$ cat src/rtl/uart_tx_pkg.sv
// Shared definitions for the UART transmit frame packer: FSM state codes,
// default SYNC byte and the frame-length helper.
// Optional feature macro: UART_TX_PACK_CHECKSUM_EN (adds a trailing checksum byte).
// No ports (package).
package uart_tx_pkg;

    localparam logic [1:0] S_IDLE        = 2'd0;
    localparam logic [1:0] S_LAUNCH      = 2'd1;
    localparam logic [1:0] S_WAIT_ACTIVE = 2'd2;
    localparam logic [1:0] S_WAIT_DONE   = 2'd3;

    localparam logic [7:0] SYNC_DEFAULT = 8'hA5;

    // Bytes on the line per frame: SYNC + data (+ checksum).
    function automatic int frame_len(input int data_bytes);
`ifdef UART_TX_PACK_CHECKSUM_EN
        return data_bytes + 2;
`else
        return data_bytes + 1;
`endif
    endfunction

endpackage

$ cat src/rtl/uart_tx_frame_packer_if.sv
// Bus bundle between the frame packer, its sample producer and the byte UART.
// Ports (signals): i_Data_Valid, i_Data, o_Data_Ready (producer side);
//   o_Tx_DV, o_Tx_Byte, i_Tx_Active, i_Tx_Done (transmitter side); o_Busy, o_Frame_Done.
// master = packer, slave = environment (producer + transmitter).
interface uart_tx_frame_packer_if #(
    parameter int DATA_BYTES = 4
);

    logic                    i_Data_Valid;
    logic [DATA_BYTES*8-1:0] i_Data;
    logic                    o_Data_Ready;
    logic                    o_Tx_DV;
    logic [7:0]              o_Tx_Byte;
    logic                    i_Tx_Active;
    logic                    i_Tx_Done;
    logic                    o_Busy;
    logic                    o_Frame_Done;

    modport master (
        input  i_Data_Valid, i_Data, i_Tx_Active, i_Tx_Done,
        output o_Data_Ready, o_Tx_DV, o_Tx_Byte, o_Busy, o_Frame_Done
    );

    modport slave (
        output i_Data_Valid, i_Data, i_Tx_Active, i_Tx_Done,
        input  o_Data_Ready, o_Tx_DV, o_Tx_Byte, o_Busy, o_Frame_Done
    );

endinterface

$ cat src/rtl/uart_tx_pack_buf.sv
// Single-entry valid/ready holding register for one pending sample.
// Ports: clk, rst (sync active-high), valid/in_data (producer), take (consumer
//   pops the entry), ready (registered ~full), full, data (held entry).
module uart_tx_pack_buf #(
    parameter int WIDTH = 32
) (
    input  logic             clk,
    input  logic             rst,
    input  logic             valid,
    input  logic [WIDTH-1:0] in_data,
    input  logic             take,
    output logic             ready,
    output logic             full,
    output logic [WIDTH-1:0] data
);

    logic             full_q;
    logic             rdy_q;
    logic [WIDTH-1:0] data_q;
    logic             accept;
    logic             full_nxt;

    assign accept   = valid & rdy_q;
    // A pop and a fresh accept in the same cycle leave the entry occupied.
    assign full_nxt = accept | (full_q & ~take);

    always_ff @(posedge clk) begin
        if (rst) begin
            full_q <= 1'b0;
            rdy_q  <= 1'b1;
            data_q <= '0;
        end else begin
            full_q <= full_nxt;
            rdy_q  <= ~full_nxt;
            if (accept) begin
                data_q <= in_data;
            end
        end
    end

    assign ready = rdy_q;
    assign full  = full_q;
    assign data  = data_q;

endmodule

$ cat src/rtl/uart_tx_frame_packer.sv
// Serialises one DATA_BYTES-wide sample per frame (SYNC, data MSB-first,
// optional checksum) into byte launches for a byte-wide UART transmitter.
// Ports: i_Clock, i_Reset (sync active-high), bus (uart_tx_frame_packer_if.master).
// Macro UART_TX_PACK_CHECKSUM_EN: append 8-bit sum of data bytes to each frame.
module uart_tx_frame_packer
    import uart_tx_pkg::*;
#(
    parameter int         DATA_BYTES = 4,
    parameter logic [7:0] SYNC_BYTE  = SYNC_DEFAULT
) (
    input logic                    i_Clock,
    input logic                    i_Reset,
    uart_tx_frame_packer_if.master bus
);

    localparam int W  = DATA_BYTES * 8;
    localparam int IW = $clog2(DATA_BYTES + 2);
    localparam logic [IW-1:0] LAST_IDX = IW'(frame_len(DATA_BYTES) - 1);
`ifdef UART_TX_PACK_CHECKSUM_EN
    localparam logic [IW-1:0] CKS_IDX = IW'(DATA_BYTES + 1);
`endif

    logic [1:0]    state_q;
    logic [W-1:0]  shift_q;
    logic [IW-1:0] idx_q;
    logic          tx_dv_q;
    logic [7:0]    tx_byte_q;
    logic          busy_q;
    logic          fdone_q;
`ifdef UART_TX_PACK_CHECKSUM_EN
    logic [7:0]    cks_q;
`endif

    logic          buf_ready;
    logic          buf_full;
    logic [W-1:0]  buf_data;
    logic          take;
    logic [7:0]    next_byte;
    logic [IW-1:0] idx_nxt;

    uart_tx_pack_buf #(
        .WIDTH (W)
    ) u_buf (
        .clk     (i_Clock),
        .rst     (i_Reset),
        .valid   (bus.i_Data_Valid),
        .in_data (bus.i_Data),
        .take    (take),
        .ready   (buf_ready),
        .full    (buf_full),
        .data    (buf_data)
    );

    // Start only with the transmitter fully idle: done may still be high
    // from the previous byte's cleanup, or from a byte that outlived a reset.
    assign take = (state_q == S_IDLE) & buf_full
                & ~bus.i_Tx_Active & ~bus.i_Tx_Done;

    assign next_byte = shift_q[W-1 -: 8];
    assign idx_nxt   = idx_q + 1'b1;

    always_ff @(posedge i_Clock) begin
        if (i_Reset) begin
            state_q   <= S_IDLE;
            shift_q   <= '0;
            idx_q     <= '0;
            tx_dv_q   <= 1'b0;
            tx_byte_q <= 8'h00;
            busy_q    <= 1'b0;
            fdone_q   <= 1'b0;
`ifdef UART_TX_PACK_CHECKSUM_EN
            cks_q     <= 8'h00;
`endif
        end else begin
            tx_dv_q <= 1'b0;
            fdone_q <= 1'b0;
            case (state_q)
                S_IDLE: begin
                    if (take) begin
                        shift_q   <= buf_data;
                        tx_byte_q <= SYNC_BYTE;
                        idx_q     <= '0;
`ifdef UART_TX_PACK_CHECKSUM_EN
                        cks_q     <= 8'h00;
`endif
                        tx_dv_q   <= 1'b1;
                        busy_q    <= 1'b1;
                        state_q   <= S_LAUNCH;
                    end
                end
                S_LAUNCH: begin
                    state_q <= S_WAIT_ACTIVE;
                end
                S_WAIT_ACTIVE: begin
                    // Done is ignored here: it can be a leftover of the last byte.
                    if (bus.i_Tx_Active) begin
                        state_q <= S_WAIT_DONE;
                    end
                end
                S_WAIT_DONE: begin
                    if (bus.i_Tx_Done) begin
                        if (idx_q != LAST_IDX) begin
                            idx_q   <= idx_nxt;
                            tx_dv_q <= 1'b1;
                            state_q <= S_LAUNCH;
`ifdef UART_TX_PACK_CHECKSUM_EN
                            if (idx_nxt == CKS_IDX) begin
                                tx_byte_q <= cks_q;
                            end else begin
                                tx_byte_q <= next_byte;
                                shift_q   <= shift_q << 8;
                                cks_q     <= cks_q + next_byte;
                            end
`else
                            tx_byte_q <= next_byte;
                            shift_q   <= shift_q << 8;
`endif
                        end else begin
                            fdone_q <= 1'b1;
                            busy_q  <= 1'b0;
                            state_q <= S_IDLE;
                        end
                    end
                end
                default: begin
                    state_q <= S_IDLE;
                end
            endcase
        end
    end

    assign bus.o_Data_Ready = buf_ready;
    assign bus.o_Tx_DV      = tx_dv_q;
    assign bus.o_Tx_Byte    = tx_byte_q;
    assign bus.o_Busy       = busy_q;
    assign bus.o_Frame_Done = fdone_q;

endmodule
$ cat src/flat_wrapper.sv
// flat-port wrapper written by rule: the top's interface ports become plain ports
module uart_tx_frame_packer_flat import uart_tx_pkg::*;
#(
    parameter int         DATA_BYTES = 4,
    parameter logic [7:0] SYNC_BYTE  = SYNC_DEFAULT
)
  (i_Clock, i_Reset, bus_i_Data_Valid, bus_i_Data, bus_i_Tx_Active, bus_i_Tx_Done, bus_o_Data_Ready, bus_o_Tx_DV, bus_o_Tx_Byte, bus_o_Busy, bus_o_Frame_Done);
  uart_tx_frame_packer_if #(.DATA_BYTES(DATA_BYTES)) bus_i ();
  input logic i_Clock;
  input logic i_Reset;
  input wire logic [$bits(bus_i.i_Data_Valid)-1:0] bus_i_Data_Valid;
  input wire logic [$bits(bus_i.i_Data)-1:0] bus_i_Data;
  input wire logic [$bits(bus_i.i_Tx_Active)-1:0] bus_i_Tx_Active;
  input wire logic [$bits(bus_i.i_Tx_Done)-1:0] bus_i_Tx_Done;
  output wire logic [$bits(bus_i.o_Data_Ready)-1:0] bus_o_Data_Ready;
  output wire logic [$bits(bus_i.o_Tx_DV)-1:0] bus_o_Tx_DV;
  output wire logic [$bits(bus_i.o_Tx_Byte)-1:0] bus_o_Tx_Byte;
  output wire logic [$bits(bus_i.o_Busy)-1:0] bus_o_Busy;
  output wire logic [$bits(bus_i.o_Frame_Done)-1:0] bus_o_Frame_Done;
  assign bus_i.i_Data_Valid = bus_i_Data_Valid;
  assign bus_i.i_Data = bus_i_Data;
  assign bus_i.i_Tx_Active = bus_i_Tx_Active;
  assign bus_i.i_Tx_Done = bus_i_Tx_Done;
  assign bus_o_Data_Ready = bus_i.o_Data_Ready;
  assign bus_o_Tx_DV = bus_i.o_Tx_DV;
  assign bus_o_Tx_Byte = bus_i.o_Tx_Byte;
  assign bus_o_Busy = bus_i.o_Busy;
  assign bus_o_Frame_Done = bus_i.o_Frame_Done;
  uart_tx_frame_packer #(.DATA_BYTES(DATA_BYTES), .SYNC_BYTE(SYNC_BYTE)) u_core (.i_Clock(i_Clock), .i_Reset(i_Reset), .bus(bus_i));
endmodule
$ cat config.mk
export PLATFORM = sky130hd
export DESIGN_NAME = uart_tx_frame_packer_flat
export DESIGN_NICKNAME = d
export VERILOG_FILES = /design/src/rtl/uart_tx_pkg.sv /design/src/rtl/uart_tx_frame_packer_if.sv /design/src/rtl/uart_tx_pack_buf.sv /design/src/rtl/uart_tx_frame_packer.sv /design/src/flat_wrapper.sv
export SDC_FILE = /design/constraint.sdc
export NUM_CORES = 1
export LEC_CHECK = 0
export BUFFER_PORTS_ARGS = -buffer_cell sky130_fd_sc_hd__buf_2
export CAP_MARGIN = 20
export CORE_UTILIZATION = 35
export DETAILED_ROUTE_END_ITERATION = 12
export HOLD_SLACK_MARGIN = 0.05
export PLACE_DENSITY = 0.51
export SYNTH_ARGS = -nofsm -noshare
export SYNTH_HDL_FRONTEND = slang
export SYNTH_SLANG_ARGS = --single-unit
$ cat constraint.sdc
create_clock -name i_Clock -period 2.7 [get_ports i_Clock]
set_input_delay 0.405 -clock i_Clock [delete_from_list [all_inputs] [get_ports i_Clock]]
set_output_delay 0.405 -clock i_Clock [all_outputs]
set_load 0.01 [all_outputs]
* After elaboration in Yosys (flattened, before gate mapping)
Index checks and enable logic that the tools add are counted.
** Word-level totals
- Logic and storage cells :: 63
- Flip-flop bits (word level) :: 82
- Output and inout port bits :: 12
** Operators by class
- Equal/unequal tests :: 9
- Mux-type cells :: 26
- Bitwise logic cells :: 11
- Reductions and logical operators :: 6
- Add/subtract/negate cells :: 1
** Operators by type and width (count)
- $mux W32 :: 3
- $pmux W32 S2 :: 1
- $mux W8 :: 3
- $pmux W8 S2 :: 1
- $mux W3 :: 3
- $mux W1 :: 8
- $ne A2 B2 Y1 const B :: 4
- $pmux W2 S4 :: 1
- $reduce_and A4 Y1 :: 2
- $mux W2 :: 3
- $pmux W3 S2 :: 1
- $and A1 B1 Y1 :: 5
- $not A1 Y1 :: 5
- $eq A2 B2 Y1 const B :: 2
- $pmux W1 S2 :: 2
- $add A3 B1 Y3 const B :: 1
- $ne A3 B3 Y1 const B :: 1
- $reduce_and A3 Y1 :: 1
- $reduce_or A3 Y1 :: 1
- $eq A2 B1 Y1 const B :: 1
- $logic_not A2 Y1 :: 1
- $ne A2 B1 Y1 const B :: 1
- $reduce_bool A2 Y1 :: 1
- $or A1 B1 Y1 :: 1

* Depth between registers and ports, before layout
- Depth after elaboration :: 8
- Gate-level depth with buffers :: 8
- Depth with buffers taken out :: 6

* Cells and area by module
Synthesis repeated with hierarchy kept, for this count alone.
** Unflattened totals
- Cell total of the unflattened synthesis :: 386
- Area total of the unflattened synthesis :: 3721.1 µm²
** By module, submodules not included
- uart_tx_frame_packer :: area each 2194.6 µm², times used 1, cells each 234
- uart_tx_pack_buf :: area each 1526.5 µm², times used 1, cells each 152

* Least setup slack after synthesis
OpenSTA, ideal clock, no wires.
- Path kind :: register to register
- From :: reg u_core.state_q[0]
- To :: reg u_core.shift_q[10]
- Path buffers :: 2
- Arrival time :: 1.628 ns
- Period minus slack after synthesis :: 1.714 ns
- Stages on the path, launching flop included :: 9
- Data required time :: 2.614 ns
- Slack :: 0.986 ns
- Cell sequence :: dfxtp_1 -> inv_1 -> ha_1 -> nor2b_1 -> a31oi_1 -> nor2_2 -> buf_6 -> buf_6 -> a211oi_1
** Between the ends
- Word-level cells in the longest chain between the ends :: 6
- Elaborated cells on any way between the ends :: 11
- Those cells by class :: eq/ne (4); mux (1); bitwise (3); reduce/logical (3)
** RTL lines
- start, declared :: line uart_tx_frame_packer.sv:23 : logic [1:0] state_q;
- start signal, assigned :: line uart_tx_frame_packer.sv:64 : state_q <= S_IDLE;
- start signal, assigned :: line uart_tx_frame_packer.sv:88 : state_q <= S_LAUNCH;
- start signal, assigned :: line uart_tx_frame_packer.sv:92 : state_q <= S_WAIT_ACTIVE;
- $logic_not A2 Y1 :: line uart_tx_frame_packer.sv:56, uart_tx_frame_packer.sv:77
- $and A1 B1 Y1 :: line uart_tx_frame_packer.sv:56 : assign take = (state_q == S_IDLE) & buf_full
- $and A1 B1 Y1 (2 in a row) :: line uart_tx_frame_packer.sv:57 : & ~bus.i_Tx_Active & ~bus.i_Tx_Done;
- $ne A2 B2 Y1 (no source line)
- $reduce_and A4 Y1 (no source line)
- end signal, assigned :: line uart_tx_frame_packer.sv:80 : shift_q <= buf_data;
- end signal, assigned :: line uart_tx_frame_packer.sv:116 : shift_q <= shift_q << 8;
- end, declared :: line uart_tx_frame_packer.sv:24 : logic [W-1:0] shift_q;
Several ways; a longest one is shown, not always the timed one.
A chain may end at the register's enable or synchronous reset.

* Worst setup path after layout
- From :: reg u_core.state_q[0]
- To :: reg u_core.shift_q[9]
Same word-level chain as after synthesis.

==> impl_results.md <==
- Largest net degree at the start of global routing: 59
- Synth unique cells: 34
- Post-synth ARST share: 0%
- RSZ-0062 raised after global routing: false
- DR WL/cell: 13.7 um
- Leak: 1.43 nW
- Syn Area/Cell: 8.73 um^2
- Initial antenna violation count: 0
- Share of the synthesized area in the top cell type: 47.6%
- Count leader, synth: dfxtp_1
- Synth cell count leaders: 82 x dfxtp_1, 67 x a21oi_1, 67 x nand2_1
- Vias in the first global route: 2583
- M3 GR Usage: 4.83%
- Ports: 49
- Area growth syn-to-layout: 15.1%
- Final WL: 7.69 mm
- Seq pwr share: 43.7%
- Pint: 2.39 mW
- Final core occ: 42.4%
- Switching share of power: 35.1%
- Overall Global Routing Usage: 16.0%
- Post-cts repair resize count: 0
- Clock power share: 24.5%
- Max clock buf depth: 2
- GRT Max-Usage Layer: met2
- Gr ovfl total: 0
- Area of the core: 9370 um^2
- Gate power share: 31.7%
- Syn Nets: 437
- CP bufs+invs: 2
- Hold-fix buffers, CTS: 0
- HPWL Detailed: 5.04 mm
- Status: completed
- Sequential share of the synthesized area: 47.6%
- Synth area leader: dfxtp_1
- Effective utilization at floorplan: 36.8%
- Instance count on the critical path: 7
- 1st-iter DRT viols: 165
- Skew final: 0.0134 ns
- Syn Std Cell Area: 3450 um^2
- Placed Cells: 546
- Clock H-tree levels: 3
- Worst-margin pin slew: 0.778 ns
- Root Buffer: clkbuf_8
- # DRC: 0
- Port buffer count: 48
- Critical-path cell list: inv_1 > ha_1 > nor2b_1 > a31o_2 > buf_4 > a21oi_1 > a211oi_1
- Pwr/cell area: 929 nW/um^2
- Gpl congestion: 0.795
- Critical path fanouts, max: 23
- Sum of negative setup slack: 0 ns
- VDD IR max: 0.000346 V
- Warnings, synthesis: 0
- EDFF count, synth: 0
- Layout Cells excl Fill: 562
- Hold slack: 0.283 ns
- Fraction of layout cells with a size suffix above 1: 19.2%
- CTS clk-pin slew, worst paths: 0.09 ns
- Crit path kind: reg -> reg
- Crit-path slowest cell: a31o_2
- Startpoint types: register
- Arr. time, crit path: 2.30 ns
- Crit-path leading delay family: compound AO/OA/AOI/OAI gates
- Vias: 2827
- NetSw: 1.30 mW
- Clock tree sinks: 82
- Final worst-path cycle share: 75.4%
- First drt pass iteration count: 5
- Worst relative slew slack: 48.1%
- Crit path capture type: register
- Number of setup buffers added after CTS: 0
- Synthesized instance count: 395
- TritonCTS Buffers: 9
- Dominant cells by area after synthesis: dfxtp_1 48%, a21oi_1 9.7%, nand2_1 7.3%
- Die area: 10300 um^2
- Skew-Pair Late Insertion Delay: 0.36 ns
- Worst hold path type: in -> reg
- Met1 Track Usage GR: 21.7%
- #FFs+latches synth: 82
- First-pass GRT wire length: 12.6 mm
- Req. time, crit path: 2.96 ns
- FMAX: 0.491 GHz
- CTS tree: built
- Die Y-Extent: 101 um
- Routed Antenna Nets: 0
- Die X: 101 um
- Hold Path Depth: 3
- GR Util met2: 24.3%
- Period minus WS final: 2.04 ns
- Number of diodes: 0
- Setup-failing EPs final: 0
- Most used DFF post-synth: dfxtp_1
- Reg2Reg Depth: 7
- Max-cap viol count: 0
- Total Nets Final: 470
- Critical Path Max Stage Delay: 0.44 ns
- Max-slew violations: 0
- Row cnt: 35
- Hold violation count in the final report: 0
- Post-DR vias/cell: 5.03
cells in the final DEF, fill, tap and decap left out, types with 3 or more instances in the layout:
master,instances
nand4_1,6
nand3_1,10
dfxtp_1,82
ha_1,4
clkbuf_8,11
a211oi_1,25
nor2_1,5
inv_1,10
a311oi_1,5
nor3b_1,9
clkinv_2,3
o21ai_0,14
mux2i_1,25
nand2b_1,9
buf_4,8
nand2_1,67
buf_2,48
nor2b_1,3
a21oi_1,67
path summary, 6_finish.rpt:
kind | end | from | slack [ns]
max | u_core.shift_q[9] | u_core.state_q[0] | 0.66
min | u_core.u_buf.data[0] | bus_i_Data[0] | 0.28
max reg2reg | u_core.shift_q[9] | u_core.state_q[0] | 0.66
min reg2reg | u_core.u_buf.data[1] | u_core.u_buf.data[1] | 0.46
power by group through the flow:
stage               combinational [mW]  clock, mW  sequential, mW
global placement                  1.16          0            1.64
CTS                               1.18      0.946            1.62
floorplan                        0.945          0            1.61
detailed placement                1.18          0            1.64
global route                      1.31      0.981            1.64
finish                            1.17      0.905            1.61
through the flow:
stage,total power [mW],area (um^2),worst slack [ns]
6_report,3.69,3970,0.663
5_1_grt,3.93,3970,0.459
3_3_place_gp,2.80,3770,0.720
4_1_cts,3.74,3970,0.670
3_5_place_dp,2.82,3770,0.692
2_1_floorplan,2.55,3450,0.986
worst register-to-register path: cells and delay by family (launching register included):
kind | cells | cell delay [ns]
adder cells (fa/ha/maj) | 1 | 0.26
AO/OA/AOI/OAI | 3 | 0.76
buffers and inverters | 2 | 0.37
AND/OR/NAND/NOR | 1 | 0.20
flip-flops | 1 | 0.36
kinds of logic (layout without fill, tap and decap cells):
kind of cell | count (synthesis) | after routing | share of synthesized area [%]
buffers and inverters | 46 | 84 | 6.49
flip-flops | 82 | 82 | 47.6
AND/OR/NAND/NOR | 118 | 118 | 16.3
multiplexers | 25 | 25 | 7.26
adder cells (fa/ha/maj) | 5 | 5 | 1.81
AO/OA/AOI/OAI | 119 | 119 | 20.5
cell type report:
type	count	area, um^2
fill	981	5400
clock inverter	5	52.6
timing repair buffer	58	340
sequential	82	1640
tap	129	161
multi-input combinational	267	1590
inverter	10	37.5
clock buffer	11	151
state kept, by name, summed over array words and instances, names as in the netlist:
signal                   flops
u_core.state_q               2
u_core.idx_q                 3
u_core.bus.o_Frame_Done      1
u_core.u_buf.ready           1
u_core.bus.o_Busy            1
u_core.bus.o_Tx_Byte         8
u_core.u_buf.full            1
u_core.bus.o_Tx_DV           1
u_core.u_buf.data           32
u_core.shift_q              32
per-layer routing:
metal / routed length, um / vias up
met5: 0 / -
met4: 92 / 0
met3: 323 / 12
met2: 3400 / 53
met1: 3880 / 1316
li1: - / 1446
No activity file was read; power rests on OpenSTA's default activity.
